## config.mk

```make
export PLATFORM = sky130hd
export DESIGN_NAME = online_mult_seq_ctrl_flat
export DESIGN_NICKNAME = d
export VERILOG_FILES = /design/src/rtl/online_mult_seq_ctrl_pkg.sv /design/src/rtl/online_mult_seq_ctrl_if.sv /design/src/rtl/online_mult_seq_ctrl_sd_issue_pipe.sv /design/src/rtl/online_mult_seq_ctrl.sv /design/src/flat_wrapper.sv
export SDC_FILE = /design/constraint.sdc
export NUM_CORES = 1
export LEC_CHECK = 0
export ABC_CLOCK_PERIOD_IN_PS = 2029
export BUFFER_PORTS_ARGS = -buffer_cell sky130_fd_sc_hd__buf_2
export CORE_MARGIN = 2
export CORE_UTILIZATION = 51
export CTS_BUF_LIST = sky130_fd_sc_hd__clkbuf_8
export DETAILED_ROUTE_END_ITERATION = 16
export GPL_ROUTABILITY_DRIVEN = 0
export GPL_TIMING_DRIVEN = 0
export PLACE_DENSITY_LB_ADDON = 0.2
export SLEW_MARGIN = 20
export SYNTH_ARGS = -nofsm -noshare
export SYNTH_HDL_FRONTEND = slang
export SYNTH_SLANG_ARGS = --single-unit
```

## constraint.sdc

```tcl
create_clock -name clk -period 2.03 [get_ports clk]
set_clock_uncertainty 0.05 [all_clocks]
set_input_delay 0.3045 -clock clk [delete_from_list [all_inputs] [get_ports clk]]
set_output_delay 0.3045 -clock clk [all_outputs]
set_load 0.005 [all_outputs]
```

## src/rtl/online_mult_seq_ctrl_pkg.sv

```systemverilog
// Signed-digit encoding shared by the online multiplier sequencer and its
// sub-blocks. An illegal code is folded to zero so that it cannot reach the core.
package online_mult_seq_ctrl_pkg;

    typedef logic [1:0] sd_t;

    localparam sd_t SD_POS  = 2'b10;
    localparam sd_t SD_NEG  = 2'b01;
    localparam sd_t SD_ZERO = 2'b00;

    function automatic logic sd_legal(input sd_t d);
        return d != 2'b11;
    endfunction

    function automatic sd_t sd_clean(input sd_t d);
        return sd_legal(d) ? d : SD_ZERO;
    endfunction

endpackage

```

## src/rtl/online_mult_seq_ctrl_if.sv

```systemverilog
// Operand and product handshake bundle. The master side is the operand source
// and product consumer. The slave side is the sequencer.
interface online_mult_seq_ctrl_if
    import online_mult_seq_ctrl_pkg::*;
#(
    parameter int WIDTH = 32
);
    logic              in_valid;
    logic              in_ready;
    sd_t [WIDTH-1:0]   x_in;
    sd_t [WIDTH-1:0]   y_in;
    logic              out_valid;
    logic              out_ready;
    sd_t [WIDTH-1:0]   z_out;

    modport master (
        output in_valid, x_in, y_in, out_ready,
        input  in_ready, out_valid, z_out
    );

    modport slave (
        input  in_valid, x_in, y_in, out_ready,
        output in_ready, out_valid, z_out
    );
endinterface

```

## src/rtl/online_mult_seq_ctrl_sd_issue_pipe.sv

```systemverilog
// Delay line that tracks each issued iteration (valid and index) until the
// core returns the matching result digit. A depth of zero gives a pass-through.
module sd_issue_pipe #(
    parameter int DEPTH = 1,
    parameter int IW    = 6
) (
    input  logic          clk,
    input  logic          rst,
    input  logic          in_valid,
    input  logic [IW-1:0] in_idx,
    output logic          out_valid,
    output logic [IW-1:0] out_idx
);
    localparam int SLOTS = (DEPTH > 0) ? DEPTH : 1;

    logic [SLOTS-1:0]         valid_q, valid_d;
    logic [SLOTS-1:0][IW-1:0] idx_q, idx_d;

    always_comb begin
        valid_d[0] = in_valid;
        idx_d[0]   = in_idx;
        for (int i = 1; i < SLOTS; i++) begin
            valid_d[i] = valid_q[i-1];
            idx_d[i]   = idx_q[i-1];
        end
    end

    always_ff @(posedge clk) begin
        if (rst) begin
            valid_q <= '0;
            idx_q   <= '0;
        end else begin
            valid_q <= valid_d;
            idx_q   <= idx_d;
        end
    end

    assign out_valid = (DEPTH == 0) ? in_valid : valid_q[SLOTS-1];
    assign out_idx   = (DEPTH == 0) ? in_idx   : idx_q[SLOTS-1];
endmodule

```

## src/rtl/online_mult_seq_ctrl.sv

```systemverilog
// Sequencer for a digit-serial radix-2 online multiplier. It streams one operand
// pair MSD-first into the core and gathers the non-delayed result digits into z_out.
module online_mult_seq_ctrl
    import online_mult_seq_ctrl_pkg::*;
#(
    parameter  int WIDTH        = 32,
    parameter  int ONLINE_DELAY = 3,
    parameter  int CORE_LAT     = 1,
    localparam int STAGES       = WIDTH + ONLINE_DELAY,
    localparam int JW           = $clog2(STAGES)
) (
    input  logic                  clk,
    input  logic                  rst,
    online_mult_seq_ctrl_if.slave io,
    output logic                  core_start,
    output logic                  core_en,
    output logic [JW-1:0]         core_j,
    output sd_t                   core_x,
    output sd_t                   core_y,
    input  sd_t                   core_z,
    output logic                  busy,
    output logic                  digit_err
);
    localparam int            XW     = $clog2(WIDTH);
    localparam logic [JW-1:0] J_W    = JW'(WIDTH);
    localparam logic [JW-1:0] J_D    = JW'(ONLINE_DELAY);
    localparam logic [JW-1:0] J_LAST = JW'(STAGES - 1);
    localparam logic [2:0]    D_LAST = 3'((CORE_LAT > 0) ? CORE_LAT - 1 : 0);

    typedef enum logic [2:0] {IDLE, INIT, RUN, DRAIN, DONE} state_e;

    state_e          state_q, state_d;
    sd_t [WIDTH-1:0] x_q, x_d, y_q, y_d, z_q, z_d;
    logic [JW-1:0]   j_q, j_d;
    logic [2:0]      drain_q, drain_d;
    logic            err_q, err_d;
    logic            accept;
    logic            cap_valid;
    logic [JW-1:0]   cap_j, cap_k;

    always_ff @(posedge clk) begin
        if (rst) state_q <= IDLE;
        else     state_q <= state_d;
    end

    always_comb begin
        state_d = state_q;
        case (state_q)
            IDLE:    if (io.in_valid) state_d = INIT;
            INIT:    state_d = RUN;
            RUN:     if (j_q == J_LAST) state_d = (CORE_LAT > 0) ? DRAIN : DONE;
            DRAIN:   if (drain_q == D_LAST) state_d = DONE;
            DONE:    if (io.out_ready) state_d = io.in_valid ? INIT : IDLE;
            default: state_d = IDLE;
        endcase
    end

    // In DONE the consumer taking the product frees the operand slot in the same cycle.
    always_comb begin
        io.in_ready  = 1'b0;
        io.out_valid = 1'b0;
        core_start   = 1'b0;
        core_en      = 1'b0;
        case (state_q)
            IDLE:    io.in_ready = 1'b1;
            INIT:    core_start = 1'b1;
            RUN:     core_en = 1'b1;
            DONE: begin
                io.out_valid = 1'b1;
                io.in_ready  = io.out_ready;
            end
            default: ;
        endcase
    end

    assign accept    = io.in_valid && io.in_ready;
    assign busy      = (state_q != IDLE);
    assign core_j    = j_q;
    assign core_x    = (core_en && j_q < J_W) ? x_q[j_q[XW-1:0]] : SD_ZERO;
    assign core_y    = (core_en && j_q < J_W) ? y_q[j_q[XW-1:0]] : SD_ZERO;
    assign io.z_out  = z_q;
    assign digit_err = err_q;

    sd_issue_pipe #(
        .DEPTH (CORE_LAT),
        .IW    (JW)
    ) u_issue_pipe (
        .clk       (clk),
        .rst       (rst),
        .in_valid  (core_en),
        .in_idx    (j_q),
        .out_valid (cap_valid),
        .out_idx   (cap_j)
    );

    assign cap_k = cap_j - J_D;

    // Result digits from the first ONLINE_DELAY iterations are only warm-up and are dropped.
    always_comb begin
        x_d     = x_q;
        y_d     = y_q;
        z_d     = z_q;
        j_d     = j_q;
        drain_d = drain_q;
        err_d   = err_q;
        if (accept) begin
            for (int i = 0; i < WIDTH; i++) begin
                x_d[i] = sd_clean(io.x_in[i]);
                y_d[i] = sd_clean(io.y_in[i]);
                if (!sd_legal(io.x_in[i]) || !sd_legal(io.y_in[i])) err_d = 1'b1;
            end
        end
        if (state_q == RUN)   j_d     = (j_q == J_LAST) ? '0 : j_q + 1'b1;
        if (state_q == DRAIN) drain_d = (drain_q == D_LAST) ? '0 : drain_q + 1'b1;
        if (cap_valid && cap_j >= J_D) begin
            z_d[cap_k[XW-1:0]] = sd_clean(core_z);
            if (!sd_legal(core_z)) err_d = 1'b1;
        end
    end

    always_ff @(posedge clk) begin
        if (rst) begin
            x_q     <= '0;
            y_q     <= '0;
            z_q     <= '0;
            j_q     <= '0;
            drain_q <= '0;
            err_q   <= 1'b0;
        end else begin
            x_q     <= x_d;
            y_q     <= y_d;
            z_q     <= z_d;
            j_q     <= j_d;
            drain_q <= drain_d;
            err_q   <= err_d;
        end
    end
endmodule

```

## src/flat_wrapper.sv

```systemverilog
// flat-port wrapper written by rule: the top's interface ports become plain ports
module online_mult_seq_ctrl_flat import online_mult_seq_ctrl_pkg::*;
#(
    parameter  int WIDTH        = 32,
    parameter  int ONLINE_DELAY = 3,
    parameter  int CORE_LAT     = 1,
    localparam int STAGES       = WIDTH + ONLINE_DELAY,
    localparam int JW           = $clog2(STAGES)
)
  (clk, rst, core_start, core_en, core_j, core_x, core_y, core_z, busy, digit_err, io_in_valid, io_x_in, io_y_in, io_out_ready, io_in_ready, io_out_valid, io_z_out);
  online_mult_seq_ctrl_if #(.WIDTH(WIDTH)) io_i ();
  input  logic clk;
  input  logic rst;
  output logic core_start;
  output logic core_en;
  output logic [JW-1:0] core_j;
  output sd_t core_x;
  output sd_t core_y;
  input  sd_t core_z;
  output logic busy;
  output logic digit_err;
  input wire logic [$bits(io_i.in_valid)-1:0] io_in_valid;
  input wire logic [$bits(io_i.x_in)-1:0] io_x_in;
  input wire logic [$bits(io_i.y_in)-1:0] io_y_in;
  input wire logic [$bits(io_i.out_ready)-1:0] io_out_ready;
  output wire logic [$bits(io_i.in_ready)-1:0] io_in_ready;
  output wire logic [$bits(io_i.out_valid)-1:0] io_out_valid;
  output wire logic [$bits(io_i.z_out)-1:0] io_z_out;
  assign io_i.in_valid = io_in_valid;
  assign io_i.x_in = io_x_in;
  assign io_i.y_in = io_y_in;
  assign io_i.out_ready = io_out_ready;
  assign io_in_ready = io_i.in_ready;
  assign io_out_valid = io_i.out_valid;
  assign io_z_out = io_i.z_out;
  online_mult_seq_ctrl #(.WIDTH(WIDTH), .ONLINE_DELAY(ONLINE_DELAY), .CORE_LAT(CORE_LAT)) u_core (.clk(clk), .rst(rst), .io(io_i), .core_start(core_start), .core_en(core_en), .core_j(core_j), .core_x(core_x), .core_y(core_y), .core_z(core_z), .busy(busy), .digit_err(digit_err));
endmodule
```

==> results of run 1 <==
==> cells in the final DEF (no fill, tap or decap), drive strengths merged, types with 6 or more instances in the layout <==
cell / n
buf: 258
dfxtp: 212
nor2: 201
a21oi: 173
nor3b: 129
clkbuf: 92
mux2i: 56
nand2: 34
mux4: 24
o21ai: 24
inv: 21
nor2b: 15
a22o: 13
a22oi: 12
a211oi: 10
a221oi: 9
nand4: 8
nor3: 8
or3: 7
nand2b: 6
==> routing by layer <==
metal	wire [um]	vias up	part of all wire (%)	track usage [%]
li1	-	4445	-	-
met1	12900	4517	40	39.7
met4	1490	0	4.6	14.4
met3	3210	93	9.8	6.97
met5	0	-	0	0
met2	15100	535	46	51.9
==> through the flow <==
stage,instances,setup TNS [ps]
2_1_floorplan,1093,0
3_3_place_gp,1539,-22140
3_5_place_dp,1539,-32500
4_1_cts,1602,-3080
5_1_grt,1607,-3190
6_report,1607,-2890
==> flip-flops by register name (all words and copies together) (netlist names) <==
name	flops
u_core.y_q	64
u_core.u_issue_pipe.out_idx	6
u_core.core_j	6
u_core.state_q	3
u_core.io.z_out	64
u_core.digit_err	1
u_core.drain_q	3
u_core.x_q	64
u_core.u_issue_pipe.out_valid	1
==> worst register-to-register path: stages, from the launching register on <==
cell and delay, ps:
dfxtp_4 360, buf_12 150, buf_12 150, buf_12 150, buf_12 150, inv_6 70
ha_4 130, a41oi_2 120, o21bai_2 270, a21oi_2 100, a211oi_2 230
==> cell type report <==
cell class	count	area, sq um	area share [%]
Inverter	10	42.5	0.348
Clock buffer	43	592	4.84
Buffer	83	474	3.88
Clock inverter	15	63.8	0.522
Tap cell	234	293	2.40
Timing Repair Buffer	224	1200	9.85
Sequential cell	212	4260	34.8
Multi-Input combinational cell	786	5290	43.3
==> timing repair <==
action                     4_1_cts  5_1_grt
pin swaps                       11       11
gates resized for setup         48       38
cloned                           1        1
setup buffers                    5        5
setup endpoints to repair      140       54
==> cells by family (layout without fill, tap and decap cells) <==
family | after synthesis | in the layout | synth area share (%)
and+or+nand+nor | 431 | 431 | 23.5
buffers and inverters | 95 | 375 | 4.48
DFF | 212 | 212 | 43.5
AOI/OAI and AO/OA | 266 | 266 | 16.1
adders and majority gates | 4 | 4 | 0.513
xor gates and xnor gates | 1 | 1 | 0.0899
muxes | 84 | 84 | 11.8
==> power by group through the flow <==
stage	clock, mW	combinational (mW)	sequential (mW)
after global placement	0	3.09	4.79
after detailed placement	0	3.13	4.80
after floorplan	0	2.06	4.74
after global routing	3.82	3.87	4.80
after CTS	3.64	3.40	4.75
final	3.62	3.60	4.77
==> final timing paths <==
path                             from                  end  slack, ps  depth (start not counted)
setup / recovery     u_core.core_j[0]            core_x[0]       -770                          7
hold / removal            io_y_in[24]       u_core.y_q[25]         50                          4
setup reg to reg     u_core.core_j[0]    u_core.state_q[2]         10                         10
hold reg to reg   u_core.io.z_out[38]  u_core.io.z_out[38]        420                          2
==> results.toml, run 1 <==
[status]
status = "finished, violations left"
violations = "negative setup slack"

[sta]
timing.fmax_mhz = 358
setup_ws_ps = -766
whs_ps = 50.5
drv_slew = 0
max_slew_margin_pct = 50.0
worst_pin_slew_ps = 750
hold_violations = 0
setup_viol = 4
min_period_ps = 2800
rsz0062_at_grt = "yes"
finalCritPeriodShare_pct = 138

[critical_path]
startpoint_type = "flip-flop"
max_stage_delay_ps = 560
critPathTopFamily = "multiplexers"
critPathKind = "flip-flop to primary output"
path_cells = "buf_12, buf_12, mux4_2, a22o_1, a211oi_2, a211oi_2, buf_2"
arrival_ps = 2440
worst-endpoint-required_ps = 1680
worstSetupEndpointType = "primary output"
cp_max_fo = 5
path_buf_inv = 3
cp_slowest_cell = "mux4_2"

[flow_run]
drv_cap = 0

[die]
ioPinCount = 214
initial_core_util_pct = 52.1
coreArea_sq_um = 18700
fp.dieH_um = 142
dieWidth_um = 142
die_area_sq_um = 20200
rows = 50

[drt]
drtIter0Drc = 801
routed_via_density = 5.97
drc_errors = 0
vias = 9590
routed_wl_mm = 32.7
drtPass1Iterations = 6
ant_nets = 0
wl_per_cell_um = 20.4

[final_layout]
antenna_cells = 0
final_util_pct = 65.3
stdcell_area_sq_um = 12200
drive_gt1_share_pct = 28.3
final_nets = 1492
fillers = 1620
area_delta_synth_final_pct = 25.3

[global_route]
grt_usage_pct = 31.5
antenna_found_initial = 0
grt-ovfl-total = 0
grt_pass1_wl_mm = 49.0
grt_pass1_vias = 9000
grt_max_degree = 11

[clock_network]
worstSkewPairLatency_ps = 530
clk_pin_slew_ps = 60
hold_buffers = 0
cts_tree = "done"
cts_buffers = 37
ctsHtreeMaxLevel = 2
clockBufferDepth = 3
cts-root-buf = "clkbuf_8"
cts.sinks = 212

[power_and_ir_drop]
pwr-share-seq_pct = 39.7
swShare_pct = 34.9
clockPowerShare_pct = 30.2
combPwrFrac_pct = 30.0
power_leakage_nw = 4.88
power_switching_mw = 4.19
vdd_drop_max_mv = 0.483
p_per_area_nw_per_um2 = 982
total_power_mw = 12.0
internal_power_mw = 7.81

[synth]
synth_ff_type = "dfxtp_1"
syn_area_per_cell_sq_um = 8.92
yosysMostFrequentCell = "dfxtp_1"
ys_warn_count = 0
ys_top_cells_by_area = "dfxtp_1 (44%), nor3b_1 (9.9%), a21oi_1 (8.9%), nor2_1 (7.6%), mux2i_1 (5.7%)"
synth_cell_types = 55
yosys.area.top_type = "dfxtp_1"
syn_nets = 1231
syn-cell-area_sq_um = 9750
yosysTopAreaCellShare_pct = 43.5
netlist_instances = 1093
synth_seq_cells = 212
synth-seq-area-share_pct = 43.5
yosys-top-cells-count = "dfxtp_1 (212), nor2_1 (198), a21oi_1 (173)"
synth_edf_count = 0
synthArstFlopShare_pct = 0

[placement]
place_area_sq_um = 11100
port_buffers = 212
dp_hpwl_mm = 23.5
pre_cts_ws_ps = -881

[min_path]
hold_class = "input pin to flip-flop"
Power figures use the tool's default switching activity.
==> inputs of run 2 (changes only) <==
Settings changed: CORE_UTILIZATION 51 to 49, CTS_BUF_LIST sky130_fd_sc_hd__clkbuf_8 to unset.
==> run 2 against run 1 <==
- the run still ends with negative setup slack left
- critical path depth up 2
- flip-flop and latch count unchanged
- first-iteration DRC count down 5.2%
- sequential power about the same
- global-route usage down 2.4 points
- design area up 1.9%
- largest cell class unchanged
- critical path type unchanged
- register-to-register slack about the same
- largest power group is now clock
- core utilization down 1.4 points
- total power up 9.2%
==> results.toml, run 2 (synthesis gave the netlist of run 1 again) <==
[sta]
rsz0062_at_grt = "yes"
setup_viol = 5
drv_slew = 0
hold_violations = 0
finalCritPeriodShare_pct = 135
worst_pin_slew_ps = 698
timing.fmax_mhz = 366
max_slew_margin_pct = 53.5
setup_ws_ps = -704
whs_ps = 70.2
min_period_ps = 2730

[power_and_ir_drop]
vdd_drop_max_mv = 0.623
power_leakage_nw = 4.94
p_per_area_nw_per_um2 = 1050
total_power_mw = 13.1

[drt]
drtPass1Iterations = 5
vias = 9413
ant_nets = 0
wl_per_cell_um = 19.8
routed_via_density = 5.79
routed_wl_mm = 32.2
drc_errors = 0
drtIter0Drc = 759

[final_layout]
fin_cells = 1625
area_delta_synth_final_pct = 27.6
final_nets = 1481
layout_common_cells = "buf_2 (226), dfxtp_1 (205), nor2_1 (196), a21oi_1 (170), nor3b_1 (128)"
final_util_pct = 63.9
antenna_cells = 0
fillers = 1656
stdcell_area_sq_um = 12400
mostFrequentLayoutCell = "buf_2"
drive_gt1_share_pct = 28.3

[die]
ioPinCount = 214
rows = 51
coreArea_sq_um = 19500
die_area_sq_um = 21000
initial_core_util_pct = 50.1
dieWidth_um = 145
fp.dieH_um = 145

[flow_run]
drv_cap = 0

[critical_path]
startpoint_type = "flip-flop"
cp_max_fo = 10
critPathTopFamily = "compound AO/OA/AOI/OAI gates"
path_cells = "buf_8, buf_12, buf_12, and3_2, a21oi_1, o31ai_2, a211oi_2, a211oi_2, buf_2"
arrival_ps = 2380
cp_slowest_cell = "dfxtp_2"
path_buf_inv = 4
max_stage_delay_ps = 330
critPathKind = "flip-flop to primary output"
worst-endpoint-required_ps = 1680
worstSetupEndpointType = "primary output"

[global_route]
grt_pass1_wl_mm = 48.3
grt_pass1_vias = 8696
grt-ovfl-total = 0
antenna_found_initial = 0
grt_usage_pct = 29.2
grt_max_degree = 14

[clock_network]
cts_tree = "done"
cts_buffers = 24
clockBufferDepth = 3
hold_buffers = 0
ctsHtreeMaxLevel = 1
cts.sinks = 212
clk_pin_slew_ps = 60
cts-root-buf = "clkbuf_16"
worstSkewPairLatency_ps = 510

[status]
violations = "negative setup slack"
status = "finished, violations left"

[placement]
dp.cells = 1570
dp_hpwl_mm = 23.8
port_buffers = 212
place_area_sq_um = 11100

[min_path]
hold_class = "input pin to flip-flop"
-- run 2: cell count changes in the layout (fill, tap and decap cells not counted), moves of 4 or more --
| cell | before | now |
|---|---|---|
| clkbuf_16 | 0 | 25 |
| clkbuf_2 | 5 | 9 |
| bufinv_16 | 0 | 5 |
| clkbuf_8 | 43 | 5 |
| inv_1 | 20 | 9 |
-- run 2: final cells by class --
type	instances	area [sq um]	share of cell area (%)
Clock inverter	10	178	1.43
Multi-Input combinational cell	786	5260	42.2
Buffer	83	474	3.81
Sequential cell	212	4260	34.2
Clock buffer	33	706	5.67
Inverter	10	37.5	0.302
Tap cell	265	332	2.66
Timing Repair Buffer	226	1200	9.67
-- run 2: timing repair --
item / 4_1_cts / 5_1_grt
setup endpoints to repair: 140 / 109
gates cloned: 1 / 1
gates resized for setup: 49 / 37
pin swaps: 6 / 6
buffers inserted: 5 / 7
endpoints found under the hold margin: 0 / 0
-- run 2: layer usage --
metal	vias up	part of all wire [%]	GRT usage (%)
met1	4431	40	36.7
met2	472	46	48.0
li1	4413	-	-
met5	-	0	0
met4	0	4.8	13.2
met3	97	9.4	6.35
-- run 2: final timing paths --
check,from,end,slack (ps),depth (start not counted)
max,u_core.core_j[0],core_y[0],-700,9
max reg2reg,u_core.digit_err,u_core.digit_err,0,5
min reg2reg,u_core.io.z_out[22],u_core.io.z_out[22],420,2
min,io_x_in[18],u_core.x_q[19],70,4
-- run 2: power breakdown --
group          internal, mW  total, mW  switching [mW]  leakage, nW
Clock                  3.06       4.77            1.72        0.434
Combinational          1.37       3.57            2.19         2.79
Sequential             4.53       4.76           0.233         1.72
Total                  8.95       13.1            4.14         4.94
-- run 2: through the flow --
stage	setup slack, ps	setup TNS, ps
finish	-704	-2710
floorplan	28.7	0
CTS	-680	-2700
global route	-741	-2920
detailed placement	-896	-22640
global placement	-864	-23430
-- run 2: worst reg2reg max path, delay by kind of cell (launching register included) --
family	cells	cell delay (ps)
DFF	1	360
and+or+nand+nor	2	600
AOI/OAI and AO/OA	3	880
==> inputs of run 3 (changes only) <==
Settings changed: SETUP_SLACK_MARGIN set to 0.3.
==> run 3 against run 2 <==
- die area is the same
- global-route usage grew 1.1 points
- register-to-register slack is essentially flat
- sequential share of layout area shrank 5.9 points
- sequential power grew 1%
- flip-flop and latch count is the same
- maximum frequency shrank 3.7%
- worst setup slack lost 100 ps
- combinational power grew 89%
- core utilization grew 14 points
- the flow still finishes with violations (negative setup slack)
==> results.toml, run 3 (synthesis gave the netlist of run 1 again) <==
[status]
status = "finished, violations left"
violations = "negative setup slack"

[clock_network]
cts_tree = "done"
cts-root-buf = "clkbuf_16"
ctsHtreeMaxLevel = 1
hold_buffers = 0
cts_buffers = 23
clockBufferDepth = 3
cts.sinks = 212
worstSkewPairLatency_ps = 510
clk_pin_slew_ps = 60

[flow_run]
drv_cap = 0

[placement]
dp.cells = 1570
dp_hpwl_mm = 23.7
port_buffers = 212

[drt]
drtPass1Iterations = 7
routed_wl_mm = 40.4
ant_nets = 0
routed_via_density = 6.29
drc_errors = 0
drtIter0Drc = 1077
vias = 10600
wl_per_cell_um = 24.1

[min_path]
hold_class = "input pin to flip-flop"

[critical_path]
path_cells = "buf_6, buf_4, nand2_1, o221ai_1, a21oi_1, a211oi_2, buf_2"
critical_path_cell_count = 7
reg2reg_to = "u_core.io.z_out[50]"
endpoint = "core_y[1]"
r2r_cells = 8
worstSetupEndpointType = "primary output"
cp_max_fo = 10
r2r_slack_ps = -10
critPathTopFamily = "compound AO/OA/AOI/OAI gates"
critPathKind = "flip-flop to primary output"
cp-startpoint = "u_core.core_j[1]"
startpoint_type = "flip-flop"
cp_slowest_cell = "dfxtp_2"
arrival_ps = 2480
max_stage_delay_ps = 410
reg2reg_from = "u_core.u_issue_pipe.out_idx[2]"
worst-endpoint-required_ps = 1680
path_buf_inv = 3

[sta]
fin_tns_setup_ps = -3250
worst_pin_slew_ps = 751
whs_ps = 74.0
rsz0062_at_grt = "yes"
min_period_ps = 2840
finalCritPeriodShare_pct = 140
drv_slew = 0
setup_ws_ps = -807
setup_viol = 7
hold_violations = 0
max_slew_margin_pct = 49.9
timing.fmax_mhz = 352

[global_route]
grt_usage_pct = 30.2
antenna_found_initial = 0
grt_pass1_wl_mm = 50.0
grt_max_degree = 14
grt-ovfl-total = 0
grt_pass1_vias = 8976

[final_layout]
mostFrequentLayoutCell = "buf_2"
antenna_cells = 0
area_delta_synth_final_pct = 54.6
final_nets = 1539
layout_common_cells = "buf_2 (212), dfxtp_1 (203), nor2_1 (183), a21oi_1 (86), a21oi_2 (84)"
drive_gt1_share_pct = 48.1
fin_cells = 1680

[die]
coreArea_sq_um = 19500
fp.dieH_um = 145
initial_core_util_pct = 50.1
dieWidth_um = 145
rows = 51
ioPinCount = 214
die_area_sq_um = 21000

[power_and_ir_drop]
power_leakage_nw = 6.02
pwr-share-seq_pct = 30.2
internal_power_mw = 10.5
swShare_pct = 34.3
vdd_drop_max_mv = 0.763
p_per_area_nw_per_um2 = 1060
clockPowerShare_pct = 27.8
power_switching_mw = 5.50
combPwrFrac_pct = 42.0
-- run 3: per-stage QoR --
stage,setup WS (ps),utilization [%],cell area (sq um),power (mW)
after floorplan,155,-,9830,6.85
after global placement,-580,57.7,11200,7.94
after detailed placement,-578,57.7,11200,7.99
after CTS,-747,65.5,12700,12.8
after global routing,-827,77.5,15100,16.3
final,-807,77.5,15100,16.0
-- run 3: metal layers --
layer	global-route usage [%]	vias up	part of all wire, %	routed length (um)
li1	-	4536	-	-
met1	38.0	5036	36	14600
met2	52.2	761	47	18800
met3	5.79	239	10	4080
met4	10.3	0	7.2	2920
met5	0	-	0	0
-- run 3: tightest hold or removal path: cells and delay by family --
kind            cells  cell delay [ps]
buf+inv             1              110
compound gates      1               90
simple gates        2               90
-- run 3: final cells by class --
class	instances	area, sq um
plain buffers	85	856
multi-input cells	786	6700
fillers	1146	4390
clock buffers	28	634
well taps	265	332
flip-flops and latches	212	4260
inverters	10	42.5
clock inverters	11	158
repair buffers	283	2100
-- run 3: power by group through the flow --
stage               Clock [mW]  Combinational, mW  Sequential [mW]
global route              4.60               6.90             4.85
floorplan                    0               2.10             4.75
CTS                       4.41               3.64             4.75
global placement             0               3.14             4.80
finish                    4.45               6.73             4.83
detailed placement           0               3.18             4.81
-- run 3: timing repair --
item / in CTS / in global routing
pin swaps: 41 / 106
endpoints found under the setup margin: 202 / 165
buffers inserted: 19 / 32
gates resized for setup: 162 / 416
cloned: 3 / 17
-- run 3: worst min path at each step --
| stage | from | to | depth (start not counted) |
|---|---|---|---|
| after CTS | io_x_in[44] | u_core.x_q[45] | 4 |
| after global routing | io_y_in[24] | u_core.y_q[25] | 4 |
| after global placement | u_core.io.z_out[34] | u_core.io.z_out[34] | 2 |
| after floorplan | u_core.drain_q[1] | u_core.drain_q[1] | 2 |
| after detailed placement | u_core.io.z_out[22] | u_core.io.z_out[22] | 2 |
| final | io_y_in[24] | u_core.y_q[25] | 4 |
